`src/rtl/alu_muldiv_pkg.sv`:
```
// Shared definitions for the iterative RV32M multiply/divide unit.
// SELECT codes match the single-cycle alu decoder so both blocks share one decode.
package alu_muldiv_pkg;

  localparam int XLEN  = 32;
  localparam int CNT_W = 6;

  localparam logic [4:0] SEL_MUL    = 5'b11000;
  localparam logic [4:0] SEL_MULH   = 5'b11001;
  localparam logic [4:0] SEL_MULHSU = 5'b11010;
  localparam logic [4:0] SEL_MULHU  = 5'b11011;
  localparam logic [4:0] SEL_DIV    = 5'b11100;
  localparam logic [4:0] SEL_REM    = 5'b11101;
  localparam logic [4:0] SEL_DIVU   = 5'b11110;
  localparam logic [4:0] SEL_REMU   = 5'b11111;

  typedef enum logic [1:0] {
    IDLE = 2'd0,
    CALC = 2'd1,
    FIN  = 2'd2
  } state_t;

endpackage

```
`src/rtl/alu_muldiv_sign_adjust.sv`:
```
// Conditional two's-complement negate, purely combinational.
// Used for operand magnitudes on entry and for the final result sign fix.
module alu_muldiv_sign_adjust #(
  parameter int W = 32
) (
  input  logic [W-1:0] din,
  input  logic         neg,
  output logic [W-1:0] dout
);

  assign dout = neg ? (~din + W'(1)) : din;

endmodule

```
`src/rtl/alu_muldiv_unit.sv`:
```
// Iterative RV32M mul/div: one bit per cycle, DONE XLEN+1 edges after START, BUSY stalls EX.
// Optional ALU_MULDIV_EARLY_OUT_EN: div-by-zero, signed overflow and zero multiplies skip CALC.
module alu_muldiv_unit
  import alu_muldiv_pkg::*;
(
  input  logic            clk,
  input  logic            reset,
  input  logic            start,
  input  logic [4:0]      select,
  input  logic [XLEN-1:0] data1,
  input  logic [XLEN-1:0] data2,
  output logic [XLEN-1:0] result,
  output logic            busy,
  output logic            done
);

  state_t state, state_nxt;

  logic [CNT_W-1:0]  cnt;
  logic [2:0]        op_q;
  logic              neg_q;
  logic [XLEN-1:0]   a_q, b_q, quo_q, rem_q;
  logic [2*XLEN-1:0] prod_q;

  logic            accept, skip_calc;
  logic            sgn1, sgn2, s1, s2, neg_in;
  logic [XLEN-1:0] abs1, abs2;
  logic [XLEN:0]   div_shift, div_diff, mul_sum;
  logic [2*XLEN-1:0] prod_adj;
  logic [XLEN-1:0] div_sel, div_adj, fin_val, res_val;

  assign accept = (state == IDLE) && start && (select[4:3] == 2'b11);
  assign busy   = (state != IDLE);

  // Signedness per operand: MULH/DIV/REM treat both as signed, MULHSU only rs1.
  assign sgn1 = select[2] ? ~select[1] : (select[1] ^ select[0]);
  assign sgn2 = select[2] ? ~select[1] : (select[1:0] == 2'b01);
  assign s1   = sgn1 & data1[XLEN-1];
  assign s2   = sgn2 & data2[XLEN-1];
  // Quotient is never negated on divide-by-zero so it stays all ones.
  assign neg_in = ~select[2] ? (s1 ^ s2) :
                  select[0]  ? s1 : ((s1 ^ s2) & (|data2));

  alu_muldiv_sign_adjust #(.W(XLEN)) u_abs1 (.din(data1), .neg(s1), .dout(abs1));
  alu_muldiv_sign_adjust #(.W(XLEN)) u_abs2 (.din(data2), .neg(s2), .dout(abs2));

  assign div_shift = {rem_q, quo_q[XLEN-1]};
  assign div_diff  = div_shift - {1'b0, b_q};
  assign mul_sum   = {1'b0, prod_q[2*XLEN-1:XLEN]} + (prod_q[0] ? {1'b0, a_q} : '0);

  alu_muldiv_sign_adjust #(.W(2*XLEN)) u_prod_fix (.din(prod_q), .neg(neg_q), .dout(prod_adj));

  assign div_sel = op_q[0] ? rem_q : quo_q;
  alu_muldiv_sign_adjust #(.W(XLEN)) u_div_fix (.din(div_sel), .neg(neg_q), .dout(div_adj));

  assign fin_val = op_q[2]             ? div_adj :
                   (op_q[1:0] == 2'b00) ? prod_adj[XLEN-1:0] : prod_adj[2*XLEN-1:XLEN];

`ifdef ALU_MULDIV_EARLY_OUT_EN
  logic            div0, ovf, early_in, early_q;
  logic [XLEN-1:0] early_val, early_val_q;

  assign div0     = ~|data2;
  assign ovf      = (data1 == {1'b1, {(XLEN-1){1'b0}}}) && (&data2);
  assign early_in = select[2] ? (div0 | (~select[1] & ovf)) : ((~|data1) | div0);
  // Overflow quotient equals the dividend (most negative value); overflow remainder is zero.
  assign early_val = ~select[2] ? '0 :
                     div0       ? (select[0] ? data1 : '1) :
                                  (select[0] ? '0 : data1);

  always_ff @(posedge clk or posedge reset) begin
    if (reset) begin
      early_q     <= 1'b0;
      early_val_q <= '0;
    end else if (accept) begin
      early_q     <= early_in;
      early_val_q <= early_val;
    end
  end

  assign skip_calc = early_in;
  assign res_val   = early_q ? early_val_q : fin_val;
`else
  assign skip_calc = 1'b0;
  assign res_val   = fin_val;
`endif

  always_ff @(posedge clk or posedge reset) begin
    if (reset) state <= IDLE;
    else       state <= state_nxt;
  end

  always_comb begin
    state_nxt = state;
    case (state)
      IDLE:    if (accept) state_nxt = skip_calc ? FIN : CALC;
      CALC:    if (cnt == CNT_W'(XLEN-1)) state_nxt = FIN;
      FIN:     state_nxt = IDLE;
      default: state_nxt = IDLE;
    endcase
  end

  always_ff @(posedge clk or posedge reset) begin
    if (reset) begin
      cnt    <= '0;
      op_q   <= '0;
      neg_q  <= 1'b0;
      a_q    <= '0;
      b_q    <= '0;
      quo_q  <= '0;
      rem_q  <= '0;
      prod_q <= '0;
      result <= '0;
      done   <= 1'b0;
    end else begin
      done <= (state == FIN);
      case (state)
        IDLE: if (accept) begin
          cnt    <= '0;
          op_q   <= select[2:0];
          neg_q  <= neg_in;
          a_q    <= abs1;
          b_q    <= abs2;
          quo_q  <= abs1;
          rem_q  <= '0;
          prod_q <= {{XLEN{1'b0}}, abs2};
        end
        CALC: begin
          cnt <= cnt + CNT_W'(1);
          if (op_q[2]) begin
            // Restoring step: a borrow in the trial subtract keeps the shifted remainder.
            rem_q <= div_diff[XLEN] ? div_shift[XLEN-1:0] : div_diff[XLEN-1:0];
            quo_q <= {quo_q[XLEN-2:0], ~div_diff[XLEN]};
          end else begin
            prod_q <= {mul_sum, prod_q[XLEN-1:1]};
          end
        end
        FIN:     result <= res_val;
        default: ;
      endcase
    end
  end

endmodule

```
`config.mk`:
```
export PLATFORM = sky130hd
export DESIGN_NAME = alu_muldiv_unit
export DESIGN_NICKNAME = d
export VERILOG_FILES = /design/src/rtl/alu_muldiv_pkg.sv /design/src/rtl/alu_muldiv_sign_adjust.sv /design/src/rtl/alu_muldiv_unit.sv
export SDC_FILE = /design/constraint.sdc
export NUM_CORES = 1
export LEC_CHECK = 0
export BUFFER_PORTS_ARGS = -buffer_cell sky130_fd_sc_hd__buf_4
export CELL_PAD_IN_SITES_DETAIL_PLACEMENT = 1
export CELL_PAD_IN_SITES_GLOBAL_PLACEMENT = 1
export CORE_MARGIN = 2
export CORE_UTILIZATION = 51
export CTS_CLUSTER_DIAMETER = 80
export CTS_CLUSTER_SIZE = 24
export DETAILED_ROUTE_END_ITERATION = 10
export HOLD_SLACK_MARGIN = 0.06
export PLACE_DENSITY = 0.95
export SLEW_MARGIN = 20
export SYNTH_ARGS = -nofsm -noshare
export SYNTH_HDL_FRONTEND = slang
export SYNTH_SLANG_ARGS = --single-unit
```
`constraint.sdc`:
```
create_clock -name clk -period 22.1 [get_ports clk]
set_input_delay 5.525 -clock clk [delete_from_list [all_inputs] [get_ports clk]]
set_output_delay 5.525 -clock clk [all_outputs]
set_load 0.01 [all_outputs]
```
==> key figures <==
Outcome
  – Status: finished clean

Global route
  – Pin count of the biggest net entering global routing: 112
  – GR Overflow Total: 0
  – Number of global-route vias before repair: 17695
  – Antenna violations before repair: 1
  – Global-route wire length before repair: 101 mm
  – GRT Overall Usage: 0.359

Logic synthesis
  – Synthesized netlist net count: 2307
  – Number of warnings issued by yosys: 0
  – Cell count after synthesis: 2163
  – Sequential fraction of the synthesis area: 0.339
  – Library cell with the largest summed area after synthesis: sky130_fd_sc_hd__dfrtp_1
  – Cell variety after synth: 74
  – Share of flip-flops with an asynchronous set or reset: 1.00
  – Synthesized flop and latch total: 237
  – Cell types with the highest counts after synthesis: sky130_fd_sc_hd__nand2_1 (350), sky130_fd_sc_hd__o21ai_0 (325), sky130_fd_sc_hd__dfrtp_1 (237), sky130_fd_sc_hd__a21oi_1 (119), sky130_fd_sc_hd__nor2_1 (110)
  – Synth top area share: 0.339
  – Post-synth EDFFs: 0
  – Most frequent cell after synthesis: sky130_fd_sc_hd__nand2_1
  – Average instance area after synthesis: 8.09 µm²
  – Total standard cell area after synthesis: 17500 µm²
  – Dominant cells by area after synthesis: sky130_fd_sc_hd__dfrtp_1 (34%), sky130_fd_sc_hd__o21ai_0 (9.3%), sky130_fd_sc_hd__nand2_1 (7.5%)
  – Most instantiated flip-flop cell in the synthesis netlist: sky130_fd_sc_hd__dfrtp_1

Min path
  – Cell depth of the worst hold path: 2
  – Hold_sp: result[14]$_DFFE_PP0P_
  – Hold crit path type: reg2reg
  – Worst-case hold path end point: result[14]$_DFFE_PP0P_

Worst setup path
  – Setup slack, reg-to-reg: 17490 ps
  – Critical Path Source Type: input port
  – Arr. time, crit path: 8360 ps
  – Reg2reg start: quo_q[31]$_DFFE_PP0P_
  – Worst setup path category: in2reg
  – Critical path required time: 22530 ps
  – RR Endpoint: rem_q[5]$_DFFE_PP0P_
  – Largest driver fanout on the critical path: 19
  – Crit end category: flop
  – Register-to-Register Path Depth: 14

Timing
  – Share of the clock period used by the worst path: 0.359
  – Hold violation count in the final report: 0
  – Relative slew margins: 0.215
  – Final number of setup-violating endpoints: 0
  – Final worst path period need: 7930 ps
  – Setup repair after global routing missed its margin: no
  – Worst clock skew on the final layout: 33.4 ps
  – Peak clock frequency supported by timing: 126 MHz
  – TNS Setup: 0 ps
  – Max-slew violations: 0
  – Worst-Margin Slew: 1180 ps

Power
  – Peak ir drop on the vdd network: 0.0923 mV
  – LEAKAGE: 8.34 nW
  – Total power divided by cell area: 148 nW/µm²
  – Post-layout power: 2.84 mW

Route
  – Remaining antenna violation count: 0
  – Router iterations before antenna repair: 5
  – Post-detailed-route via-to-cell ratio: 6.62
  – Detailed Route WL: 64.7 mm
  – Number of design-rule violations left by the first detailed-router iteration: 1810
  – Via count: 17515
  – Number of design rule violations left after detail routing: 0
  – Average wire length per cell after detail routing: 24.5 µm

Clocking
  – Root Driver: sky130_fd_sc_hd__clkbuf_16
  – Sinks on the clock net: 237
  – Clock tree from TritonCTS: built
  – Clock slew at the register clock pins of the worst setup and hold paths: 100 ps
  – Insertion delay of the later-clocked pin in the worst-skew pair: 540 ps
  – Number of gates given a new drive strength after cts: 0
  – Deepest clock path buffer count: 3
  – Hold buffers post-CTS: 0
  – Buffer count from post-CTS setup fixing: 0
  – Cts bufs inserted: 17
  – Maximum level of the CTS H-tree: 1

Placed design
  – Routability-driven placement congestion ratio: 0.974
  – Half-perimeter wire length after placement: 49.3 mm
  – Quantity of I/O buffers inserted on ports: 105

Finish
  – Net count of the finished layout: 2330
  – Area added between synthesis and finish: 9.69%
  – Share of final-layout standard cells stronger than drive strength 1: 0.0847
  – Antenna diode instance count: 0

Die
  – Site row count: 67
  – Die boundary width: 189 µm
  – Starting density of the core: 0.520
  – Die outline height: 189 µm
  – IO Count: 106
  – Core ar.: 33600 µm²
  – Full die area: 35800 µm²

Job
  – Max-cap violations: 0
==> worst max-delay path, cell delays in order <==
cell and delay (ps):
sky130_fd_sc_hd__buf_4 140, sky130_fd_sc_hd__ha_1 280, sky130_fd_sc_hd__mux2i_1 400, sky130_fd_sc_hd__nand2_1 570, sky130_fd_sc_hd__a31oi_1 540, sky130_fd_sc_hd__nor2_1 180, sky130_fd_sc_hd__o21ai_0 140, sky130_fd_sc_hd__xor2_1 250
sky130_fd_sc_hd__mux2i_1 100, sky130_fd_sc_hd__o21ai_0 230
==> how the worst max path moves through the flow <==
stage          startpoint                    end  slack (ps)  cells past startpoint
3_5_place_dp    data1[10]  quo_q[30]$_DFFE_PP0P_       13740                     10
5_1_grt         data1[10]  quo_q[30]$_DFFE_PP0P_       14020                     10
6_report        select[0]  quo_q[30]$_DFFE_PP0P_       14170                     10
3_3_place_gp    data1[10]  quo_q[30]$_DFFE_PP0P_       13960                     10
2_1_floorplan       reset     a_q[0]$_DFFE_PP0P_       10070                      1
4_1_cts         select[0]  quo_q[30]$_DFFE_PP0P_       14270                     10
==> area by class of cell <==
type                    count  area (µm²)
repair buffers            123         947
inverters                  58         225
well taps                 448         561
multi-input cells        1749       10900
flip-flops and latches    237        5930
clock inverters            10         170
fillers                  4072       14400
clock buffers              19         443
==> flip-flops by register name, summed over array words and instances (netlist names) <==
name    cells
done        1
b_q        32
prod_q     64
rem_q      32
quo_q      32
neg_q       1
op_q        3
state       2
cnt         6
a_q        32
result     32
==> metal layers <==
layer	vias to the layer above	share of wire	track usage	wire [µm]
li1	7724	-	-	-
met1	8840	0.41	0.476	26500
met2	776	0.47	0.590	30200
met3	173	0.081	0.0599	5210
met4	2	0.044	0.133	2840
met5	-	0.00015	0	10
==> per-stage QoR <==
step | hold WS [ps] | worst slack (ps) | cell area, µm² | cells | util
after floorplan | 438 | 10070 | 17500 | 2163 | -
after global placement | 462 | 13960 | 18500 | 2614 | 0.551
after detailed placement | 473 | 13740 | 18500 | 2614 | 0.551
after CTS | 495 | 14270 | 19200 | 2643 | 0.570
after global routing | 527 | 14020 | 19200 | 2644 | 0.571
final | 488 | 14170 | 19200 | 2644 | 0.571
==> where the power goes <==
group	internal (mW)	switching, mW	total [mW]
clock	0.178	0.186	0.363
combinational	0.626	0.968	1.59
sequential	0.602	0.276	0.878
==> placed cells by master, fill, tap and decap left out, types with 8 or more instances in the layout <==
master and count:
sky130_fd_sc_hd__a31oi_1 14, sky130_fd_sc_hd__a21oi_1 119, sky130_fd_sc_hd__nand3_1 43, sky130_fd_sc_hd__nand2_1 350, sky130_fd_sc_hd__nor3_1 37, sky130_fd_sc_hd__a22o_1 8
sky130_fd_sc_hd__o41ai_1 14, sky130_fd_sc_hd__inv_1 56, sky130_fd_sc_hd__nor2b_1 14, sky130_fd_sc_hd__buf_4 121, sky130_fd_sc_hd__or2_2 11, sky130_fd_sc_hd__and2_1 39
sky130_fd_sc_hd__xor2_1 97, sky130_fd_sc_hd__a211oi_1 12, sky130_fd_sc_hd__nor3b_1 10, sky130_fd_sc_hd__nor2_1 107, sky130_fd_sc_hd__o31ai_1 38, sky130_fd_sc_hd__o21a_1 16
sky130_fd_sc_hd__or3_1 11, sky130_fd_sc_hd__nand2b_1 20, sky130_fd_sc_hd__nand4_1 11, sky130_fd_sc_hd__ha_1 70, sky130_fd_sc_hd__o211ai_1 18, sky130_fd_sc_hd__or4_1 15
sky130_fd_sc_hd__mux2i_1 69, sky130_fd_sc_hd__nor4_1 19, sky130_fd_sc_hd__clkbuf_16 17, sky130_fd_sc_hd__and3_1 11, sky130_fd_sc_hd__a21o_1 40, sky130_fd_sc_hd__dfrtp_1 235
sky130_fd_sc_hd__xnor2_1 102, sky130_fd_sc_hd__o21ai_0 325
==> cell families (layout without fill, tap and decap cells) <==
family                   after synthesis  in the layout  synth area share
flip-flops                           237            237             0.339
multiplexers                          75             75            0.0434
AND/OR/NAND/NOR                      731            731             0.196
adder cells (fa/ha/maj)               72             72            0.0524
XOR/XNOR                             199            199            0.0997
AO/OA/AOI/OAI                        672            672             0.231
buffers and inverters                177            210            0.0389
(Power assumes the default switching activity.)
